===== src/rtl/mii_tx_framer.sv =====
// MII transmit framer: preamble/SFD, payload, zero pad, optional CRC-32 FCS, then inter-frame gap.
// Define MII_TX_FCS_EN to append the FCS; without it the frame ends after the last data/pad byte.
module mii_tx_framer #(
    parameter int unsigned MIN_FRAME_BYTES = 60,
    parameter int unsigned IFG_NIBBLES     = 24
) (
    input  logic       clk,
    input  logic       rst,
    input  logic [7:0] tx_data,
    input  logic       tx_data_valid,
    input  logic       tx_last,
    output logic       tx_ready,
    output logic       phy_tx_en,
    output logic [3:0] phy_txd,
    output logic       tx_busy,
    output logic       tx_underrun
);
    localparam int unsigned CNT_W = (IFG_NIBBLES > 16) ? $clog2(IFG_NIBBLES) : 4;
    localparam logic [CNT_W-1:0] PRE_LAST = CNT_W'(15);
    // The IDLE cycle that raises tx_ready is the final gap nibble, so back-to-back frames
    // are separated by exactly IFG_NIBBLES low cycles.
    localparam logic [CNT_W-1:0] IFG_LAST = CNT_W'((IFG_NIBBLES > 1) ? IFG_NIBBLES - 2 : 0);
    localparam logic [10:0]      CNT_MAX  = 11'h7FF;

    localparam logic [2:0] S_IDLE = 3'd0;
    localparam logic [2:0] S_PRE  = 3'd1;
    localparam logic [2:0] S_DATA = 3'd2;
    localparam logic [2:0] S_PAD  = 3'd3;
`ifdef MII_TX_FCS_EN
    localparam logic [2:0] S_FCS  = 3'd4;
`endif
    localparam logic [2:0] S_IFG  = 3'd5;

    logic [2:0]       state, state_n;
    logic [CNT_W-1:0] cnt, cnt_n;
    logic [7:0]       byte_q, byte_n;
    logic             hi_q, hi_n;
    logic             last_q, last_n;
    logic [10:0]      byte_cnt, byte_cnt_n, byte_cnt_inc;
    logic             need_pad;
    logic             ready_n, en_n, busy_n, underrun_n;
    logic [3:0]       txd_n;

    assign byte_cnt_inc = (byte_cnt == CNT_MAX) ? byte_cnt : byte_cnt + 11'd1;
    assign need_pad     = 32'(byte_cnt_inc) < MIN_FRAME_BYTES;

`ifdef MII_TX_FCS_EN
    logic [31:0] crc_q, crc_n, fcs;
    logic [2:0]  fcs_idx;

    function automatic logic [31:0] crc_byte(input logic [31:0] c, input logic [7:0] d);
        logic [31:0] r;
        r = c ^ {24'h0, d};
        for (int i = 0; i < 8; i++) begin
            r = r[0] ? ((r >> 1) ^ 32'hEDB88320) : (r >> 1);
        end
        return r;
    endfunction

    assign fcs     = ~crc_q;
    assign fcs_idx = cnt[2:0] + 3'd1;
`endif

    // Next state and next registered outputs
    always_comb begin
        state_n    = state;
        cnt_n      = cnt;
        byte_n     = byte_q;
        hi_n       = hi_q;
        last_n     = last_q;
        byte_cnt_n = byte_cnt;
        ready_n    = 1'b0;
        en_n       = 1'b0;
        txd_n      = 4'h0;
        busy_n     = tx_busy;
        underrun_n = 1'b0;
`ifdef MII_TX_FCS_EN
        crc_n      = crc_q;
`endif
        case (state)
            S_IDLE: begin
                ready_n = 1'b1;
                busy_n  = 1'b0;
                if (tx_ready && tx_data_valid) begin
                    state_n    = S_PRE;
                    cnt_n      = '0;
                    byte_n     = tx_data;
                    last_n     = tx_last;
                    hi_n       = 1'b0;
                    byte_cnt_n = '0;
`ifdef MII_TX_FCS_EN
                    crc_n      = 32'hFFFFFFFF;
`endif
                    ready_n    = 1'b0;
                    busy_n     = 1'b1;
                    en_n       = 1'b1;
                    txd_n      = 4'h5;
                end
            end
            S_PRE: begin
                en_n = 1'b1;
                if (cnt == PRE_LAST) begin
                    state_n = S_DATA;
                    hi_n    = 1'b0;
                    txd_n   = byte_q[3:0];
                end else begin
                    cnt_n = cnt + CNT_W'(1);
                    txd_n = (cnt_n == PRE_LAST) ? 4'hD : 4'h5;
                end
            end
            S_DATA, S_PAD: begin
                if (!hi_q) begin
                    hi_n    = 1'b1;
                    en_n    = 1'b1;
                    txd_n   = byte_q[7:4];
                    ready_n = (state == S_DATA) && !last_q;
                end else begin
                    byte_cnt_n = byte_cnt_inc;
`ifdef MII_TX_FCS_EN
                    crc_n      = crc_byte(crc_q, byte_q);
`endif
                    if (state == S_DATA && !last_q) begin
                        if (tx_data_valid) begin
                            byte_n = tx_data;
                            last_n = tx_last;
                            hi_n   = 1'b0;
                            en_n   = 1'b1;
                            txd_n  = tx_data[3:0];
                        end else begin
                            underrun_n = 1'b1;
                            state_n    = S_IFG;
                            cnt_n      = '0;
                        end
                    end else if (need_pad) begin
                        state_n = S_PAD;
                        byte_n  = 8'h00;
                        hi_n    = 1'b0;
                        en_n    = 1'b1;
                    end else begin
`ifdef MII_TX_FCS_EN
                        state_n = S_FCS;
                        cnt_n   = '0;
                        en_n    = 1'b1;
                        txd_n   = ~crc_n[3:0];
`else
                        state_n = S_IFG;
                        cnt_n   = '0;
`endif
                    end
                end
            end
`ifdef MII_TX_FCS_EN
            S_FCS: begin
                if (cnt[2:0] == 3'd7) begin
                    state_n = S_IFG;
                    cnt_n   = '0;
                end else begin
                    cnt_n = cnt + CNT_W'(1);
                    en_n  = 1'b1;
                    txd_n = fcs[{fcs_idx, 2'b00} +: 4];
                end
            end
`endif
            S_IFG: begin
                if (cnt == IFG_LAST) begin
                    state_n = S_IDLE;
                    busy_n  = 1'b0;
                    ready_n = 1'b1;
                end else begin
                    cnt_n = cnt + CNT_W'(1);
                end
            end
            default: begin
                state_n = S_IDLE;
            end
        endcase
    end

    always_ff @(posedge clk) begin
        if (rst) begin
            state       <= S_IDLE;
            cnt         <= '0;
            byte_q      <= '0;
            hi_q        <= 1'b0;
            last_q      <= 1'b0;
            byte_cnt    <= '0;
            tx_ready    <= 1'b0;
            phy_tx_en   <= 1'b0;
            phy_txd     <= 4'h0;
            tx_busy     <= 1'b0;
            tx_underrun <= 1'b0;
`ifdef MII_TX_FCS_EN
            crc_q       <= 32'hFFFFFFFF;
`endif
        end else begin
            state       <= state_n;
            cnt         <= cnt_n;
            byte_q      <= byte_n;
            hi_q        <= hi_n;
            last_q      <= last_n;
            byte_cnt    <= byte_cnt_n;
            tx_ready    <= ready_n;
            phy_tx_en   <= en_n;
            phy_txd     <= txd_n;
            tx_busy     <= busy_n;
            tx_underrun <= underrun_n;
`ifdef MII_TX_FCS_EN
            crc_q       <= crc_n;
`endif
        end
    end

endmodule


===== config.mk =====
export PLATFORM = sky130hd
export DESIGN_NAME = mii_tx_framer
export DESIGN_NICKNAME = d
export VERILOG_FILES = /design/src/rtl/mii_tx_framer.sv
export SDC_FILE = /design/constraint.sdc
export NUM_CORES = 1
export LEC_CHECK = 0
export ABC_AREA = 1
export CAP_MARGIN = 10
export CORE_ASPECT_RATIO = 2
export CORE_MARGIN = 4
export CORE_UTILIZATION = 30
export CTS_BUF_LIST = sky130_fd_sc_hd__clkbuf_8
export DETAILED_ROUTE_END_ITERATION = 6
export SYNTH_ARGS = -nofsm -noshare
export SYNTH_HDL_FRONTEND = slang
export SYNTH_SLANG_ARGS = --single-unit
export TNS_END_PERCENT = 5

===== constraint.sdc =====
create_clock -name clk -period 2.62 [get_ports clk]
set_input_delay 0.262 -clock clk [delete_from_list [all_inputs] [get_ports clk]]
set_output_delay 0.262 -clock clk [all_outputs]
set_load 0.02 [all_outputs]

# == Word level (Yosys, flattened, before mapping) ==
# Cells that the tools add are included.
# op_classes
add_sub_neg,2
n_mul,0
n_div,0
order_cmp,1
eq_ne,20
shifts,0
muxes,57
bitwise_logic,3
n_reduce_logical,17
# op_table
cell,n
2-to-1 mux 8 bit,5
2-to-1 mux 5 bit,7
2-to-1 mux 11 bit,3
2-to-1 mux 3 bit,8
case mux 11 bit (2 select lines),1
2-to-1 mux 4 bit,5
case mux 5 bit (4 select lines),1
2-to-1 mux 1 bit,19
"inequality test 2 bit, second input constant",8
case mux 8 bit (2 select lines),1
AND reduction 5 bit,3
"inequality test 3 bit, second input constant",4
case mux 3 bit (4 select lines),1
case mux 4 bit (3 select lines),1
"adder 11 x 1 -> 11 bit, second input constant",1
"equality test 11 bit, second input constant",1
"less-than comparator 11 x 6 -> 1 bit, second input constant",1
"equality test 5 x 4 -> 1 bit, second input constant",2
case mux 1 bit (3 select lines),3
AND reduction 7 bit,1
"equality test 3 x 2 -> 1 bit, second input constant",2
AND reduction 3 bit,2
"adder 5 x 1 -> 5 bit, second input constant",1
"equality test 5 bit, second input constant",1
other kinds (13),18
# totals
regBits,37
latch_bits,0
mem_bits_rw,0
rom_bits,0
inputBits,12
output_inout_bits,8
mem_count,0

# == Depth between registers and ports, before layout ==
# depth
ltp_word,7
depth_mapped,15
mapped_depth_nobuf,15

# == Least setup slack after synthesis ==
# No wires, ideal clock.
# synth_path
path_type,register -> register
startpoint,reg cnt[0]
endpoint,reg cnt[3]
setup_time_ns,0.128
t_arrival_ns,1.690
t_required_ns,2.492
setup_slack_ns,0.802
path_stages_with_launch,13
path_buffers,1
synth_period_minus_slack_ns,1.818
path_cell_list,dfxtp_1 ha_1 nand2_1 nor2_1 ha_1 inv_1 nand2_1 and3_1 buf_2 a21boi_4 nand2_4 o21ai_1 nor2_1
# synth_between
elab_chain_cells,3
elab_cells_between_ends,9
cone_classes,add/sub: 1; eq/ne: 4; mux: 3; reduce/logical: 1
# synth_rtl
item,line,text
start: declaration,35,"logic [CNT_W-1:0] cnt, cnt_n;"
start signal: assignment,197,cnt <= cnt_n;
adder 5 x 1 -> 5 bit (tied with other cells),"107, 170",
2-to-1 mux 5 bit (tied with other cells),165,if (cnt == IFG_LAST) begin
case mux 5 bit (4 select lines) / AND reduction 7 bit (equally long branches),-,
# Parallel ways exist; a longest one is shown, timed or not. The select of a mux whose other input is x is not followed.
# A chain may end at the register's enable or synchronous reset.

# == Final worst setup path ==
# layout_path
startpoint,reg byte_cnt[0]
endpoint,reg byte_q[4]
# layout_between
elab_chain_cells,5
elab_cells_between_ends,6
cone_classes,add/sub: 1; order compare: 1; eq/ne: 2; mux: 1; reduce/logical: 1
# layout_rtl
item,line,text
start: declaration,39,"logic [10:0] byte_cnt, byte_cnt_n, byte_cnt_inc;"
start signal: assignment,201,byte_cnt <= byte_cnt_n;
adder 11 x 1 -> 11 bit / equality test 11 bit (equally long branches),44,assign byte_cnt_inc = (byte_cnt == CNT_MAX) ? byte_cnt : byte_cnt + 11'd1;
2-to-1 mux 11 bit *,44,
less-than comparator 11 x 6 -> 1 bit *,45,assign need_pad = 32'(byte_cnt_inc) < MIN_FRAME_BYTES;
inequality test 3 bit (no source line) *,-,
AND reduction 5 bit (no source line) *,-,
end signal: assignment,198,byte_q <= byte_n;
end: declaration,36,"logic [7:0] byte_q, byte_n;"
# Every way passes the cells marked *; elsewhere a longest branch is shown, timed or not.

==> flow_metrics.tcl <==
set metrics [dict create \
    status "finished, final reports clean" \
    fin_crit_ns 2.06 \
    crit_path_frequent_cell "nand2_1" \
    cts.sinks 37 \
    fin_ws_ns 0.561 \
    path_buf_inv 0 \
    placed_cells 400 \
    cts_made_buffers 5 \
    tritoncts "done" \
    cp.arrival_ns 2.25 \
    num_vias 1928 \
    end_kind "register" \
    die-area_um2 8150 \
    clockBufferDepth 2 \
    drt_wl_total_um 5310 \
    cp_slowest_cell "dfxtp_1" \
    yosys_warnings 0 \
    overflow 0 \
    die_w_um 65.9 \
    worst_slew_pin_slew_ns 0.511 \
    first_global_vias 1920 \
    cp_cell_sequence "ha_1, nand2_1, nor2_1, nand3_1, nand2_1, nand2_1, nor2_2, nand3_2, nor2_4, nand3_2, nand3_1, a21oi_1" \
    seqCellArea_um2 741 \
    wl_per_cell_um 13.0 \
    synth_cell_types 32 \
    utilization 0.369 \
    grt_use_total 0.143 \
    nets 335 \
    hold_class "register to register" \
    fin_setup_tns_ns 0 \
    min-delay-start "byte_q[6]" \
    holdPathEnd "byte_q[6]" \
    cts_max_level 2 \
    hold_viol 0 \
    core_area_um2 6570 \
    row_count 42 \
    dp_hpwl_um 4320 \
    skew_ns 0.00811 \
    die_y_um 124 \
    clk_transition_reported_paths_ns 0.08 \
    synth_seq_cells 37 \
    period_share 0.786 \
    pre_cts_ws_ns 0.276 \
    p_total_mw 1.99 \
    crit_family "simple AND/OR/NAND/NOR gates" \
    worstSkewPairLatency_ns 0.30 \
    syn_area_um2 2010 \
    rr_endpoint "byte_q[4]" \
    avgSynthCellArea_um2 6.79 \
    critPathRequiredTime_ns 2.82 \
    fill_cells 714 \
    gp_congestion 0.856 \
    initial_core_util 0.306 \
    initialDrtViolationCount 62 \
    synth_fp_nets 312 \
    area_growth_pct 20.6 \
    root_buffer "clkbuf_8" \
    setup_viol 0 \
    powerDensity_nw_per_um2 820 \
    io_buffers 19 \
    max_freq_ghz 0.486 \
    hold_ws_ns 0.481 \
    detail-route-antenna-nets 0 \
    multi_input_area_um2 1100 \
    cts_setup_buffers 0 \
    power_leakage_nw 0.981 \
    rsz0062_at_grt "false" \
    pin_count 20 \
    syn-instance-count 296 \
    antenna_found_initial 0 \
    whs_path_depth 2 \
    placed_area_um2 2310 \
    ys_seq_area_frac 0.369 \
    regToRegSetupSlack_ns 0.56 \
    first_pass_iters 6 \
    reg2reg_depth 12 \
    drt-vias-per-instance 4.73 \
    grt_max_degree 21 \
    timing.slew.headroom 0.659 \
    hold_buffers 0 \
    design_area_um2 2420 \
    cts_resized 0 \
    max_stage_delay_ns 0.39 \
    critical_path_class "register to register" \
    drive_above_1_share 0.106 \
    diodes 0 \
    final_cells 408 \
    slew_viol_final 0 \
    cp_max_fo 8 \
    drv_cap 0 \
    r2r-start "byte_cnt[0]" \
    start_kind "register" \
    grt_pass1_wl_um 8780 \
    drc 0 \
    peakVddDrop_uv 209 \
]
routing by layer:
| layer | global-route usage | share of wire | vias to the layer above |
|---|---|---|---|
| met3 | 0.0199 | 0.016 | 14 |
| met5 | 0 | 0 | - |
| met1 | 0.117 | 0.33 | 892 |
| li1 | - | - | 999 |
| met2 | 0.300 | 0.62 | 23 |
| met4 | 0.0857 | 0.040 | 0 |
power breakdown:
group          leakage (nW)  internal, mW  total, mW  switching (mW)
registers             0.301         0.664      0.723          0.0587
logic                 0.626         0.265      0.760           0.495
clock network        0.0543         0.285      0.505           0.220
sequential cells by signal, indices dropped and copies added, names as in the netlist:
signal and cells:
tx_busy 1, state 3, byte_q 8, phy_tx_en 1
last_q 1, tx_ready 1, byte_cnt 11, hi_q 1
tx_underrun 1, cnt 5, phy_txd 4
kinds of logic (layout without fill, tap and decap cells):
kind of cell,count (synthesis),in the layout,synth area share
AND/OR/NAND/NOR,156,156,0.356
adder cells (fa/ha/maj),4,4,0.0249
flip-flops,37,37,0.369
buffers and inverters,45,69,0.0847
XOR/XNOR,4,4,0.0174
AO/OA/AOI/OAI,50,50,0.148
worst reg2reg max path, cell delays in order (launching register included):
cell	delay, ns
dfxtp_1	0.39
ha_1	0.23
nand2_1	0.07
nor2_1	0.20
nand3_1	0.17
nand2_1	0.10
nand2_1	0.06
nor2_2	0.12
nand3_2	0.10
nor2_4	0.14
nand3_2	0.19
nand3_1	0.13
a21oi_1	0.06
cell usage after synthesis:
master	n	area (um2)
buf_2	1	5.00
a21oi_2	3	26.3
o21ai_1	1	5.00
buf_1	1	3.75
inv_1	37	139
and3_1	1	6.26
a21oi_1	28	140
nor2_2	5	31.3
o21ai_0	7	35.0
o21a_1	1	7.51
nor2_4	3	33.8
a21boi_4	1	18.8
inv_2	2	7.51
dfxtp_1	37	741
o22ai_1	2	12.5
nand3_1	27	135
a31oi_1	3	18.8
xnor2_1	2	17.5
ha_1	4	50.1
a2bb2oi_1	1	8.76
nand3_2	3	30.0
nand4_1	3	18.8
nor3_1	4	20.0
nor4_1	1	6.26
clkbuf_1	4	15.0
nand2_2	4	25.0
xor2_1	2	17.5
nand2_4	2	22.5
nor2_1	30	113
nand2_1	73	274
a221oi_1	2	17.5
o211ai_1	1	7.51
cells in the final DEF (no fill, tap or decap), types with 4 or more instances in the layout:
master / Yosys / layout
nand2_1: 73 / 73
a21oi_1: 28 / 28
nor2_2: 5 / 5
nand2_2: 4 / 4
clkbuf_8: 0 / 5
nand3_1: 27 / 27
o21ai_0: 7 / 7
dfxtp_1: 37 / 37
nor2_1: 30 / 30
nor3_1: 4 / 4
clkdlybuf4s50_1: 0 / 19
inv_1: 37 / 37
ha_1: 4 / 4
worst max path at each step:
stage	from	to	slack [ns]	depth (start not counted)
CTS	byte_cnt[0]	byte_q[0]	0.55	12
floorplan	cnt[0]	cnt[3]	0.80	12
detailed placement	tx_data_valid	byte_q[4]	0.28	10
global route	tx_data_valid	byte_q[3]	0.35	10
global placement	tx_data_valid	byte_q[3]	0.29	10
finish	byte_cnt[0]	byte_q[4]	0.56	12
area by class of cell:
class,instances,area share
multi-input cells,214,0.453
flip-flops and latches,37,0.306
repair buffers,22,0.0878
inverters,39,0.0604
well taps,88,0.0454
clock buffers,5,0.0284
clock inverters,3,0.0191
No activity file was read; power rests on OpenSTA's default activity.
